===== src/rtl/score_display_ctrl_pkg.sv =====
// Shared types and constants for the on-screen score display controller.
package score_display_pkg;

    typedef enum logic [1:0] {
        IDLE,
        LOAD,
        SHIFT,
        COMMIT
    } state_t;

    localparam int          NUM_PLACES = 6;
    localparam logic [19:0] SCORE_MAX  = 20'd999999;
    localparam int          BCD_ITERS  = 20;

    // Placement and size of the digit row on screen, in pixels.
    localparam logic [9:0]  X0      = 10'd20;
    localparam logic [9:0]  Y0      = 10'd20;
    localparam int          DIGIT_W = 30;
    localparam int          DIGIT_H = 30;

endpackage


===== src/rtl/score_display_ctrl_if.sv =====
// Bundle of score-load handshake, held digits and pixel-decode signals.
interface score_display_ctrl_if;

    logic [19:0] score_in;
    logic        score_load;
    logic        busy;
    logic        done;
    logic [3:0]  display_ones;
    logic [3:0]  display_tens;
    logic [3:0]  display_hundreds;
    logic [3:0]  display_thousands;
    logic [3:0]  display_ten_thousands;
    logic [3:0]  display_hundred_thousands;
    logic [9:0]  x;
    logic [9:0]  y;
    logic        ones;
    logic        tens;
    logic        hundreds;
    logic        thousands;
    logic        ten_thousands;
    logic        hundred_thousands;
    logic [14:0] ADDR;
    logic        in_region;

    // Game-state / scan-counter side.
    modport master (
        output score_in, score_load, x, y,
        input  busy, done,
        input  display_ones, display_tens, display_hundreds,
        input  display_thousands, display_ten_thousands, display_hundred_thousands,
        input  ones, tens, hundreds, thousands, ten_thousands, hundred_thousands,
        input  ADDR, in_region
    );

    // Controller side.
    modport slave (
        input  score_in, score_load, x, y,
        output busy, done,
        output display_ones, display_tens, display_hundreds,
        output display_thousands, display_ten_thousands, display_hundred_thousands,
        output ones, tens, hundreds, thousands, ten_thousands, hundred_thousands,
        output ADDR, in_region
    );

endinterface


===== src/rtl/score_display_ctrl_bin2bcd.sv =====
// Shift-add-3 binary to BCD datapath with held display digits.
// Optional LEADING_ZERO_BLANK_EN: registers a leading-zero blank mask with the digits.
module bin2bcd_seq
    import score_display_pkg::*;
(
    input  logic        clk,
    input  logic        reset,
    input  logic [19:0] score_in,
    input  logic        capture,
    input  logic        clear,
    input  logic        shift_en,
    input  logic        commit,
    output logic        last_iter,
    output logic [23:0] digits,
    output logic [5:0]  blank_mask
);

    logic [19:0] bin_p0;
    logic [23:0] bcd_p0;
    logic [23:0] bcd_adj;
    logic [4:0]  cnt_p0;

    function automatic logic [19:0] sat_score(input logic [19:0] v);
        return (v > SCORE_MAX) ? SCORE_MAX : v;
    endfunction

    function automatic logic [23:0] add3(input logic [23:0] b);
        logic [23:0] r;
        r = b;
        for (int i = 0; i < NUM_PLACES; i++) begin
            if (b[4*i +: 4] >= 4'd5)
                r[4*i +: 4] = b[4*i +: 4] + 4'd3;
        end
        return r;
    endfunction

    assign bcd_adj   = add3(bcd_p0);
    assign last_iter = (cnt_p0 == 5'(BCD_ITERS - 1));

    // Working registers: capture/clamp the score, then adjust-and-shift per iteration.
    always_ff @(posedge clk) begin
        if (capture)
            bin_p0 <= sat_score(score_in);
        else if (shift_en)
            bin_p0 <= {bin_p0[18:0], 1'b0};

        if (clear) begin
            bcd_p0 <= '0;
            cnt_p0 <= '0;
        end else if (shift_en) begin
            bcd_p0 <= {bcd_adj[22:0], bin_p0[19]};
            cnt_p0 <= cnt_p0 + 5'd1;
        end
    end

    // Displayed digits change only on commit so a frame never shows a partial value.
    always_ff @(posedge clk or posedge reset) begin
        if (reset)
            digits <= '0;
        else if (commit)
            digits <= bcd_p0;
    end

`ifdef LEADING_ZERO_BLANK_EN
    // Bit k blanks place k (0 = hundred_thousands); ones (bit 5) is never blanked.
    function automatic logic [5:0] lead_blank(input logic [23:0] d);
        logic [5:0] m;
        logic       seen;
        m    = '0;
        seen = 1'b0;
        for (int k = 0; k < NUM_PLACES - 1; k++) begin
            if (d[23 - 4*k -: 4] != 4'd0)
                seen = 1'b1;
            m[k] = !seen;
        end
        return m;
    endfunction

    // Blank mask registered alongside the digits.
    always_ff @(posedge clk or posedge reset) begin
        if (reset)
            blank_mask <= 6'b011111;
        else if (commit)
            blank_mask <= lead_blank(bcd_p0);
    end
`else
    assign blank_mask = '0;
`endif

endmodule


===== src/rtl/score_display_ctrl.sv =====
// Score display controller: sequences BCD conversion and decodes scan position
// into a one-hot place select plus glyph-local ROM address.
// Optional feature macro: LEADING_ZERO_BLANK_EN.
module score_display_ctrl
    import score_display_pkg::*;
(
    input  logic               clk,
    input  logic               reset,
    score_display_ctrl_if.slave bus
);

    localparam logic signed [10:0] ROW_W = 11'(NUM_PLACES * DIGIT_W);
    localparam logic signed [10:0] ROW_H = 11'(DIGIT_H);

    state_t      state, state_nxt;
    logic        clear, shift_en, commit, last_iter;
    logic        busy_q, done_q;
    logic [23:0] digits;
    logic [5:0]  blank_mask;

    logic signed [10:0] dx_p0, dy_p0;
    logic               in_row_p0;
    logic [5:0]         sel_p0;
    logic [4:0]         off_p0;
    logic [14:0]        addr_p0;
    logic [5:0]         sel_p1;
    logic [14:0]        addr_p1;
    logic               region_p1;

    bin2bcd_seq u_bcd (
        .clk        (clk),
        .reset      (reset),
        .score_in   (bus.score_in),
        .capture    (bus.score_load),
        .clear      (clear),
        .shift_en   (shift_en),
        .commit     (commit),
        .last_iter  (last_iter),
        .digits     (digits),
        .blank_mask (blank_mask)
    );

    // Converter state register plus registered busy/done flags.
    always_ff @(posedge clk or posedge reset) begin
        if (reset) begin
            state  <= IDLE;
            busy_q <= 1'b0;
            done_q <= 1'b0;
        end else begin
            state  <= state_nxt;
            busy_q <= (state == LOAD) || (state == SHIFT);
            done_q <= (state == COMMIT);
        end
    end

    // Next state and datapath strobes; a new load always restarts from LOAD.
    always_comb begin
        state_nxt = state;
        clear     = 1'b0;
        shift_en  = 1'b0;
        commit    = 1'b0;
        case (state)
            IDLE: begin
                if (bus.score_load)
                    state_nxt = LOAD;
            end
            LOAD: begin
                clear     = 1'b1;
                state_nxt = bus.score_load ? LOAD : SHIFT;
            end
            SHIFT: begin
                if (bus.score_load) begin
                    state_nxt = LOAD;
                end else begin
                    shift_en = 1'b1;
                    if (last_iter)
                        state_nxt = COMMIT;
                end
            end
            COMMIT: begin
                commit    = 1'b1;
                state_nxt = bus.score_load ? LOAD : IDLE;
            end
            default: state_nxt = IDLE;
        endcase
    end

    // Stage 0: row test, six-way column compare and glyph-local address.
    always_comb begin
        dx_p0     = $signed({1'b0, bus.x}) - $signed({1'b0, X0});
        dy_p0     = $signed({1'b0, bus.y}) - $signed({1'b0, Y0});
        in_row_p0 = !dx_p0[10] && (dx_p0 < ROW_W) && !dy_p0[10] && (dy_p0 < ROW_H);
        sel_p0    = '0;
        off_p0    = '0;
        addr_p0   = '0;
        if (in_row_p0) begin
            for (int k = 0; k < NUM_PLACES; k++) begin
                if (dx_p0 >= 11'(k * DIGIT_W) && dx_p0 < 11'((k + 1) * DIGIT_W)) begin
                    sel_p0[k] = 1'b1;
                    off_p0    = 5'(dx_p0 - 11'(k * DIGIT_W));
                end
            end
            addr_p0 = 15'(dy_p0[4:0]) * 15'(DIGIT_W) + 15'(off_p0);
        end
    end

    // Stage 1: registered pixel outputs, blank mask applied to the selects.
    always_ff @(posedge clk or posedge reset) begin
        if (reset) begin
            sel_p1    <= '0;
            addr_p1   <= '0;
            region_p1 <= 1'b0;
        end else begin
            sel_p1    <= sel_p0 & ~blank_mask;
            addr_p1   <= addr_p0;
            region_p1 <= |(sel_p0 & ~blank_mask);
        end
    end

    assign bus.busy = busy_q;
    assign bus.done = done_q;

    assign bus.display_hundred_thousands = digits[23:20];
    assign bus.display_ten_thousands     = digits[19:16];
    assign bus.display_thousands         = digits[15:12];
    assign bus.display_hundreds          = digits[11:8];
    assign bus.display_tens              = digits[7:4];
    assign bus.display_ones              = digits[3:0];

    assign bus.hundred_thousands = sel_p1[0];
    assign bus.ten_thousands     = sel_p1[1];
    assign bus.thousands         = sel_p1[2];
    assign bus.hundreds          = sel_p1[3];
    assign bus.tens              = sel_p1[4];
    assign bus.ones              = sel_p1[5];
    assign bus.ADDR              = addr_p1;
    assign bus.in_region         = region_p1;

endmodule


===== src/flat_wrapper.sv =====
// flat-port wrapper written by rule: the top's interface ports become plain ports
module score_display_ctrl_flat import score_display_pkg::*;
  (clk, reset, bus_score_in, bus_score_load, bus_x, bus_y, bus_busy, bus_done, bus_display_ones, bus_display_tens, bus_display_hundreds, bus_display_thousands, bus_display_ten_thousands, bus_display_hundred_thousands, bus_ones, bus_tens, bus_hundreds, bus_thousands, bus_ten_thousands, bus_hundred_thousands, bus_ADDR, bus_in_region);
  score_display_ctrl_if bus_i ();
  input  logic clk;
  input  logic reset;
  input wire logic [$bits(bus_i.score_in)-1:0] bus_score_in;
  input wire logic [$bits(bus_i.score_load)-1:0] bus_score_load;
  input wire logic [$bits(bus_i.x)-1:0] bus_x;
  input wire logic [$bits(bus_i.y)-1:0] bus_y;
  output wire logic [$bits(bus_i.busy)-1:0] bus_busy;
  output wire logic [$bits(bus_i.done)-1:0] bus_done;
  output wire logic [$bits(bus_i.display_ones)-1:0] bus_display_ones;
  output wire logic [$bits(bus_i.display_tens)-1:0] bus_display_tens;
  output wire logic [$bits(bus_i.display_hundreds)-1:0] bus_display_hundreds;
  output wire logic [$bits(bus_i.display_thousands)-1:0] bus_display_thousands;
  output wire logic [$bits(bus_i.display_ten_thousands)-1:0] bus_display_ten_thousands;
  output wire logic [$bits(bus_i.display_hundred_thousands)-1:0] bus_display_hundred_thousands;
  output wire logic [$bits(bus_i.ones)-1:0] bus_ones;
  output wire logic [$bits(bus_i.tens)-1:0] bus_tens;
  output wire logic [$bits(bus_i.hundreds)-1:0] bus_hundreds;
  output wire logic [$bits(bus_i.thousands)-1:0] bus_thousands;
  output wire logic [$bits(bus_i.ten_thousands)-1:0] bus_ten_thousands;
  output wire logic [$bits(bus_i.hundred_thousands)-1:0] bus_hundred_thousands;
  output wire logic [$bits(bus_i.ADDR)-1:0] bus_ADDR;
  output wire logic [$bits(bus_i.in_region)-1:0] bus_in_region;
  assign bus_i.score_in = bus_score_in;
  assign bus_i.score_load = bus_score_load;
  assign bus_i.x = bus_x;
  assign bus_i.y = bus_y;
  assign bus_busy = bus_i.busy;
  assign bus_done = bus_i.done;
  assign bus_display_ones = bus_i.display_ones;
  assign bus_display_tens = bus_i.display_tens;
  assign bus_display_hundreds = bus_i.display_hundreds;
  assign bus_display_thousands = bus_i.display_thousands;
  assign bus_display_ten_thousands = bus_i.display_ten_thousands;
  assign bus_display_hundred_thousands = bus_i.display_hundred_thousands;
  assign bus_ones = bus_i.ones;
  assign bus_tens = bus_i.tens;
  assign bus_hundreds = bus_i.hundreds;
  assign bus_thousands = bus_i.thousands;
  assign bus_ten_thousands = bus_i.ten_thousands;
  assign bus_hundred_thousands = bus_i.hundred_thousands;
  assign bus_ADDR = bus_i.ADDR;
  assign bus_in_region = bus_i.in_region;
  score_display_ctrl u_core (.clk(clk), .reset(reset), .bus(bus_i));
endmodule

===== config.mk =====
export PLATFORM = sky130hd
export DESIGN_NAME = score_display_ctrl_flat
export DESIGN_NICKNAME = d
export VERILOG_FILES = /design/src/rtl/score_display_ctrl_pkg.sv /design/src/rtl/score_display_ctrl_if.sv /design/src/rtl/score_display_ctrl_bin2bcd.sv /design/src/rtl/score_display_ctrl.sv /design/src/flat_wrapper.sv
export SDC_FILE = /design/constraint.sdc
export NUM_CORES = 1
export LEC_CHECK = 0
export CORE_MARGIN = 1
export CORE_UTILIZATION = 25
export CTS_CLUSTER_DIAMETER = 80
export DETAILED_ROUTE_END_ITERATION = 12
export SYNTH_ARGS = -nofsm -noshare
export SYNTH_HDL_FRONTEND = slang
export SYNTH_SLANG_ARGS = --single-unit
export TNS_END_PERCENT = 10

===== constraint.sdc =====
create_clock -name clk -period 2.37 [get_ports clk]
set_clock_uncertainty 0.15 [all_clocks]
set_input_delay 0.3555 -clock clk [delete_from_list [all_inputs] [get_ports clk]]
set_output_delay 0.3555 -clock clk [all_outputs]
set_load 0.01 [all_outputs]

==> impl_metrics.toml, run 1 <==
[run_status]
status = "finished with violations"
violations = "design-rule violations, negative setup slack"

[logic_synthesis]
synthCells = 602
synth_top_cell_by_area = "dfrtp_1"
synth_edf_count = 20
ys.flop_type = "dfrtp_1"
yosysSeqAreaShare_pct = 41.1
synthTopCellsByArea = "dfrtp_1 20%, edfxtp_1 11%, dfxtp_1 10%, ha_1 9.5%, mux2_2 5.7%"
yosys_warnings = 0
synth.top_cell.area_share_pct = 20.3
synthArstFlopShare_pct = 48.4
netlist_area_um2 = 5680
synth_seq_cells = 95
ys_types = 68
synth_common_cells = "55 x nand2_1, 55 x nor2_1, 51 x a21oi_1"
syn_avg_cell_area_um2 = 9.44

[setup_path]
critical_path_class = "input port to flip-flop"
crit_path_top_delay_cell = "or4b_1"
cp-start-kind = "input port"
arrival_ns = 3.78
end_kind = "flip-flop"
crit_fanout = 3
cp_cell_sequence = "buf_8, buf_6, or4b_1, mux2i_1, a22oi_2, buf_4, a21o_2, o21a_1, a311o_1, a21oi_2, ha_4, inv_2, fa_2, nor2b_2, o21ai_1, nand2b_1, nand3_2, nand2b_4, o2111ai_2, o31ai_1"
critPathRequiredTime_ns = 2.45
crit_path_max_incr_delay_ns = 0.49

[finish]
area_growth_pct = 43.7
nets = 870
multi_input_area_um2 = 3310
seqCellArea_um2 = 2330
final_cells = 1064
antenna_cells = 0
drive_above_1_share_pct = 25.9
fillCellCount = 2234

[floorplan]
floorplan.initialDensity_pct = 25.8
dieArea_um2 = 23300
die_y_um = 153
fp.dieW_um = 153
coreArea_um2 = 22000
ios = 91
rows = 54

[sta]
rsz0062_at_grt = "yes"
worst_slack_ns = -1.34
maxClockFrequency_ghz = 0.270
hold_viol = 0
finalCritPeriodShare_pct = 156
drv_slew = 0
fin_crit_ns = 3.71
setup_viol = 18

[placement]
placed_cells = 1039
gp_congestion = 0.880
portBuffers = 86
dp_hpwl_mm = 10.4
place_ws_ns = -2.21

[cts]
cts_buffers = 9
holdBufCountCts = 0
clock-sinks = 95
cts.clk_slew.worst_paths_ns = 0.07
clockBufferDepth = 2
insertion_delay_ns = 0.34
htreeDepth = 3
cts_root_buf = "clkbuf_16"
cts_tree = "yes"

[job]
maxCapViolCount = 0

[detailed_routing]
drt-initial-drc-count = 234
ant_nets = 0
routedWlPerCell_um = 13.0
dr_total_vias = 4866
vias_per_cell = 4.57
wl_mm = 13.8
drc_errors = 2
first_pass_iters = 8

[power_and_ir_drop]
power_w = 0.00509
worst_ir_drop_vdd_mv = 0.304
leakagePower_nw = 3.44
power-per-cell-area_nw_per_um2 = 623

[global_routing]
grt_antenna_before_repair = 0
grt_pass1_vias = 4827
gr-total-overflow = 0
grt_use_total_pct = 12.3
grt_max_degree = 31
grt_pass1_wl_mm = 23.3

[worst_hold_path]
hp-class = "input port to asynchronous set/reset pin"
==> cell usage in the layout (no fill, tap or decap), types with 4 or more instances in the layout <==
master	count
buf_4	98
clkdlybuf4s50_1	78
nor2_1	54
nand2_1	54
a21oi_1	47
dfrtp_1	46
inv_1	41
ha_1	39
mux2_2	29
dfxtp_1	29
o21ai_0	27
edfxtp_1	20
xnor2_1	17
xor2_1	13
nand2b_1	12
nor3_1	11
clkbuf_16	10
nand3_1	9
o22ai_1	8
o21a_1	7
inv_2	4
nor3_2	4
a22oi_1	4
o21ai_1	4
nand4_1	4
a21oi_2	4
fa_1	4
ha_4	4
conb_1	4
==> path summary, 6_finish.rpt <==
path                                              from                      end  slack, ns  cells past startpoint
worst max-delay path                          bus_x[3]       u_core.bus.ADDR[9]      -1.34                     20
worst min-delay path                             reset  u_core.u_bcd.digits[14]       0.19                      2
worst max register to register         u_core.state[0]  u_core.u_bcd.bin_p0[17]       0.61                      3
worst min register to register  u_core.u_bcd.cnt_p0[1]   u_core.u_bcd.cnt_p0[1]       0.33                      2
max in group asynchronous                        reset          u_core.state[1]       1.37                      3
min in group clk                u_core.u_bcd.cnt_p0[1]   u_core.u_bcd.cnt_p0[1]       0.33                      2
==> power breakdown <==
group	internal, W	switching [W]	leakage (nW)
Sequential	0.00177	0.0000406	1.07
Combinational	0.000838	0.000888	2.22
Clock	0.000942	0.000607	0.159
Total	0.00355	0.00154	3.44
==> critical path, delay by kind of cell <==
kind	cells	cell delay (ns)
compound gates	8	1.37
simple gates	5	0.97
fa+ha+maj	2	0.51
buf+inv	4	0.40
mux	1	0.18
==> area by class of cell <==
cell class                      instances  share of cell area (%)
Sequential cell                        95                    28.6
Multi-Input combinational cell        438                    40.5
Inverter                               46                    2.16
Timing Repair Buffer                  189                    20.5
Tap cell                              280                    4.29
Clock buffer                           14                    3.49
Clock inverter                          2                   0.444
==> registers in the layout (all words and copies together), names as in the netlist <==
name	count
u_core.u_bcd.bin_p0	20
u_core.bus.done	1
u_core.u_bcd.cnt_p0	5
u_core.u_bcd.digits	24
u_core.state	2
u_core.bus.busy	1
u_core.bus.in_region	1
u_core.u_bcd.bcd_p0	24
u_core.bus.ADDR	11
u_core.sel_p1	6
==> logic make-up (layout without fill, tap and decap cells) <==
kind of cell / count (synthesis) / after routing / share of synthesized area, %
buffers and inverters: 72 / 251 / 5.35
AO/OA/AOI/OAI: 137 / 137 / 15.2
adder cells (fa/ha/maj): 48 / 48 / 11.2
AND/OR/NAND/NOR: 183 / 183 / 15.5
XOR/XNOR: 34 / 34 / 5.37
other: 1 / 4 / 0.0660
multiplexers: 32 / 32 / 6.28
flip-flops: 95 / 95 / 41.1
==> metal layers <==
layer | global-route usage [%] | routed length [µm] | vias up | part of all wire (%)
met2 | 22.7 | 7120 | 95 | 51
met3 | 1.96 | 394 | 21 | 2.8
met5 | 0 | 0 | - | 0
li1 | - | - | 2439 | -
met1 | 14.1 | 6040 | 2311 | 44
met4 | 4.62 | 275 | 0 | 2.0
==> per-stage QoR <==
step / hold slack (ns) / setup TNS [ns] / area [µm²] / util, %
4_1_cts: 0.200 / -15.39 / 8050 / 36.5
2_1_floorplan: 0.304 / -19.35 / 5800 / -
3_5_place_dp: 0.321 / -30.01 / 7600 / 34.5
6_report: 0.185 / -15.05 / 8170 / 37.1
3_3_place_gp: 0.315 / -29.61 / 7600 / 34.5
5_1_grt: 0.225 / -17.74 / 8170 / 37.1
==> timing repair <==
| item | in CTS | in global routing |
|---|---|---|
| buffers inserted | 7 | 3 |
| gates resized for setup | 38 | 21 |
| setup endpoints to repair | 18 | 18 |
| pin swaps | 26 | 20 |
| gates cloned | 0 | 0 |
(Power assumes the default switching activity.)
==> inputs of run 2 (changes only) <==
--- a/config.mk
+++ b/config.mk
@@ -5,6 +5,7 @@
 export SDC_FILE = /design/constraint.sdc
 export NUM_CORES = 1
 export LEC_CHECK = 0
+export CAP_MARGIN = 20
 export CORE_MARGIN = 1
 export CORE_UTILIZATION = 25
 export CTS_CLUSTER_DIAMETER = 80
==> results of run 2 <==
Final layout, timing and power as in run 1 (identical DEF).
==> inputs of run 3 (changes only) <==
--- a/config.mk
+++ b/config.mk
@@ -10,6 +10,7 @@
 export CORE_UTILIZATION = 25
 export CTS_CLUSTER_DIAMETER = 80
 export DETAILED_ROUTE_END_ITERATION = 12
+export PLACE_DENSITY_LB_ADDON = 0.1
 export SYNTH_ARGS = -nofsm -noshare
 export SYNTH_HDL_FRONTEND = slang
 export SYNTH_SLANG_ARGS = --single-unit
==> constraint.sdc (replaced) <==
create_clock -name clk -period 4.5 [get_ports clk]
set_clock_uncertainty 0.15 [all_clocks]
set_input_delay 0.675 -clock clk [delete_from_list [all_inputs] [get_ports clk]]
set_output_delay 0.675 -clock clk [all_outputs]
set_load 0.01 [all_outputs]
==> run 3 against run 2 <==
Against the previous run:
- the run now ends clean
- largest power group unchanged
- final cell count decreased by 2.1%
- largest cell class unchanged
- hold slack improved by 0.16 ns
- routed wire length increased by 1.7%
- register-to-register slack improved by 1.7 ns
- sequential cell count unchanged
- core utilization decreased by 1.2 points
- critical path type unchanged
- critical path depth unchanged
- setup slack improved by 1.5 ns
==> impl_metrics.toml, run 3 (same netlist as run 1, synthesis figures left out) <==
[detailed_routing]
ant_nets = 0
first_pass_iters = 6
drt-initial-drc-count = 213
routedWlPerCell_um = 13.5
vias_per_cell = 4.53
wl_mm = 14.1
dr_total_vias = 4724
drc_errors = 0

[global_routing]
grt_use_total_pct = 12.4
grt_pass1_vias = 4621
gr-total-overflow = 0
grt_pass1_wl_mm = 23.4
grt_max_degree = 47
grt_antenna_before_repair = 0

[sta]
relSlewSlack_pct = 31.3
hold_viol = 0
finalCritPeriodShare_pct = 95.3
drv_slew = 0
worst_slack_ns = 0.210
setup_viol = 0
fin_crit_ns = 4.29
maxClockFrequency_ghz = 0.233
tightest_slew_ns = 1.03
fin_tns_setup_ns = 0

[floorplan]
floorplan.initialDensity_pct = 25.8
ios = 91
fp.dieW_um = 153
dieArea_um2 = 23300
die_y_um = 153
rows = 54
coreArea_um2 = 22000

[power_and_ir_drop]
power_w = 0.00257
power-per-cell-area_nw_per_um2 = 326
leakagePower_nw = 3.31
worst_ir_drop_vdd_mv = 0.141

[finish]
final_cells = 1042
reg.largest.list = "u_core.u_bcd.bcd_p0 x24, u_core.u_bcd.digits x24, u_core.u_bcd.bin_p0 x20"
nets = 848
mostFrequentLayoutCell = "clkdlybuf4s50_1"
antenna_cells = 0
postLayoutCellArea_um2 = 7890
area_growth_pct = 39.0
final_cell_mix = "82 x clkdlybuf4s50_1, 78 x buf_4, 54 x nor2_1, 54 x nand2_1, 48 x a21oi_1"
fillCellCount = 2238
drive_above_1_share_pct = 22.0

[cts]
cts_root_buf = "clkbuf_16"
cts.clk_slew.worst_paths_ns = 0.07
htreeDepth = 3
cts_tree = "yes"
clockBufferDepth = 2
clock-sinks = 95
cts_buffers = 9
insertion_delay_ns = 0.35
holdBufCountCts = 0

[setup_path]
critical_path_class = "input port to flip-flop"
crit_path_top_delay_cell = "or4b_1"
cp.depth = 20
cp_cell_sequence = "dlygate4sd2_1, buf_4, or4b_1, mux2i_1, a22oi_2, a31oi_1, ha_1, nand2b_4, buf_4, o211ai_4, a211oi_2, a311o_1, ha_1, a21o_1, a21oi_2, nor2b_1, o21a_1, nand3_1, nor2_1, and4b_1"
critPathTopFamily = "compound AO/OA/AOI/OAI gates"
arrival_ns = 4.37
critPathRequiredTime_ns = 4.58
crit_fanout = 3
crit_path_max_incr_delay_ns = 0.52
crit_buf_inv = 3
reg2reg_depth = 6
cp-start-kind = "input port"
end_kind = "flip-flop"

[job]
maxCapViolCount = 0

[placement]
post_dp_cell_area_um2 = 7400
placed_cells = 1020
portBuffers = 86
dp_hpwl_mm = 10.5
gp_congestion = 0.798
place_ws_ns = -0.505

[worst_hold_path]
hp-class = "flip-flop to flip-flop"
hold_path_depth = 2

[run_status]
status = "finished, final reports clean"
run 3: where the power goes:
| part | internal (W) | switching [W] |
|---|---|---|
| clock network | 0.000416 | 0.000365 |
| registers | 0.000933 | 0.0000216 |
| logic | 0.000390 | 0.000446 |
| total | 0.00174 | 0.000832 |
run 3: repair_timing:
item	4_1_cts	5_1_grt
setup buffers	0	5
setup endpoints to repair	5	5
pin swaps	0	9
gates resized for setup	4	29
run 3: worst register-to-register path: cells and delay by family, from the launching register on:
| family | cells | cell delay (ns) |
|---|---|---|
| AND/OR/NAND/NOR | 2 | 0.61 |
| buffers and inverters | 2 | 0.54 |
| flip-flops | 1 | 0.41 |
| adder cells (fa/ha/maj) | 1 | 0.25 |
| AO/OA/AOI/OAI | 1 | 0.14 |
run 3: worst paths after layout:
| kind | from | endpoint | slack [ns] |
|---|---|---|---|
| max | bus_x[3] | u_core.bus.ADDR[10] | 0.21 |
| min | u_core.u_bcd.cnt_p0[1] | u_core.u_bcd.cnt_p0[1] | 0.34 |
| max reg2reg | u_core.state[0] | u_core.u_bcd.bcd_p0[8] | 2.29 |
| min reg2reg | u_core.u_bcd.cnt_p0[1] | u_core.u_bcd.cnt_p0[1] | 0.34 |
| max in group asynchronous | reset | u_core.bus.in_region | 3.12 |
| min in group asynchronous | reset | u_core.u_bcd.digits[17] | 0.54 |
run 3: cell type report:
type | count | area [µm²] | area share, %
clock buffer | 10 | 250 | 3.17
multi-input combinational | 438 | 3230 | 40.9
inverter | 46 | 176 | 2.23
sequential | 95 | 2330 | 29.5
tap | 280 | 350 | 4.44
timing repair buffer | 167 | 1510 | 19.1
clock inverter | 6 | 48.8 | 0.618
run 3: metrics by stage:
step | util (%) | hold WS (ns)
after floorplan | - | 0.304
final | 35.8 | 0.343
after detailed placement | 33.6 | 0.337
after global placement | 33.5 | 0.316
after CTS | 35.0 | 0.347
after global routing | 35.8 | 0.361
run 3: routing by layer:
layer	track usage (%)	wire (µm)	share of wire, %	vias to the layer above
met2	21.5	6940	49	66
met1	15.6	6570	47	2241
met5	0	0	0	-
met3	1.76	317	2.3	14
li1	-	-	-	2403
met4	4.33	244	1.7	0
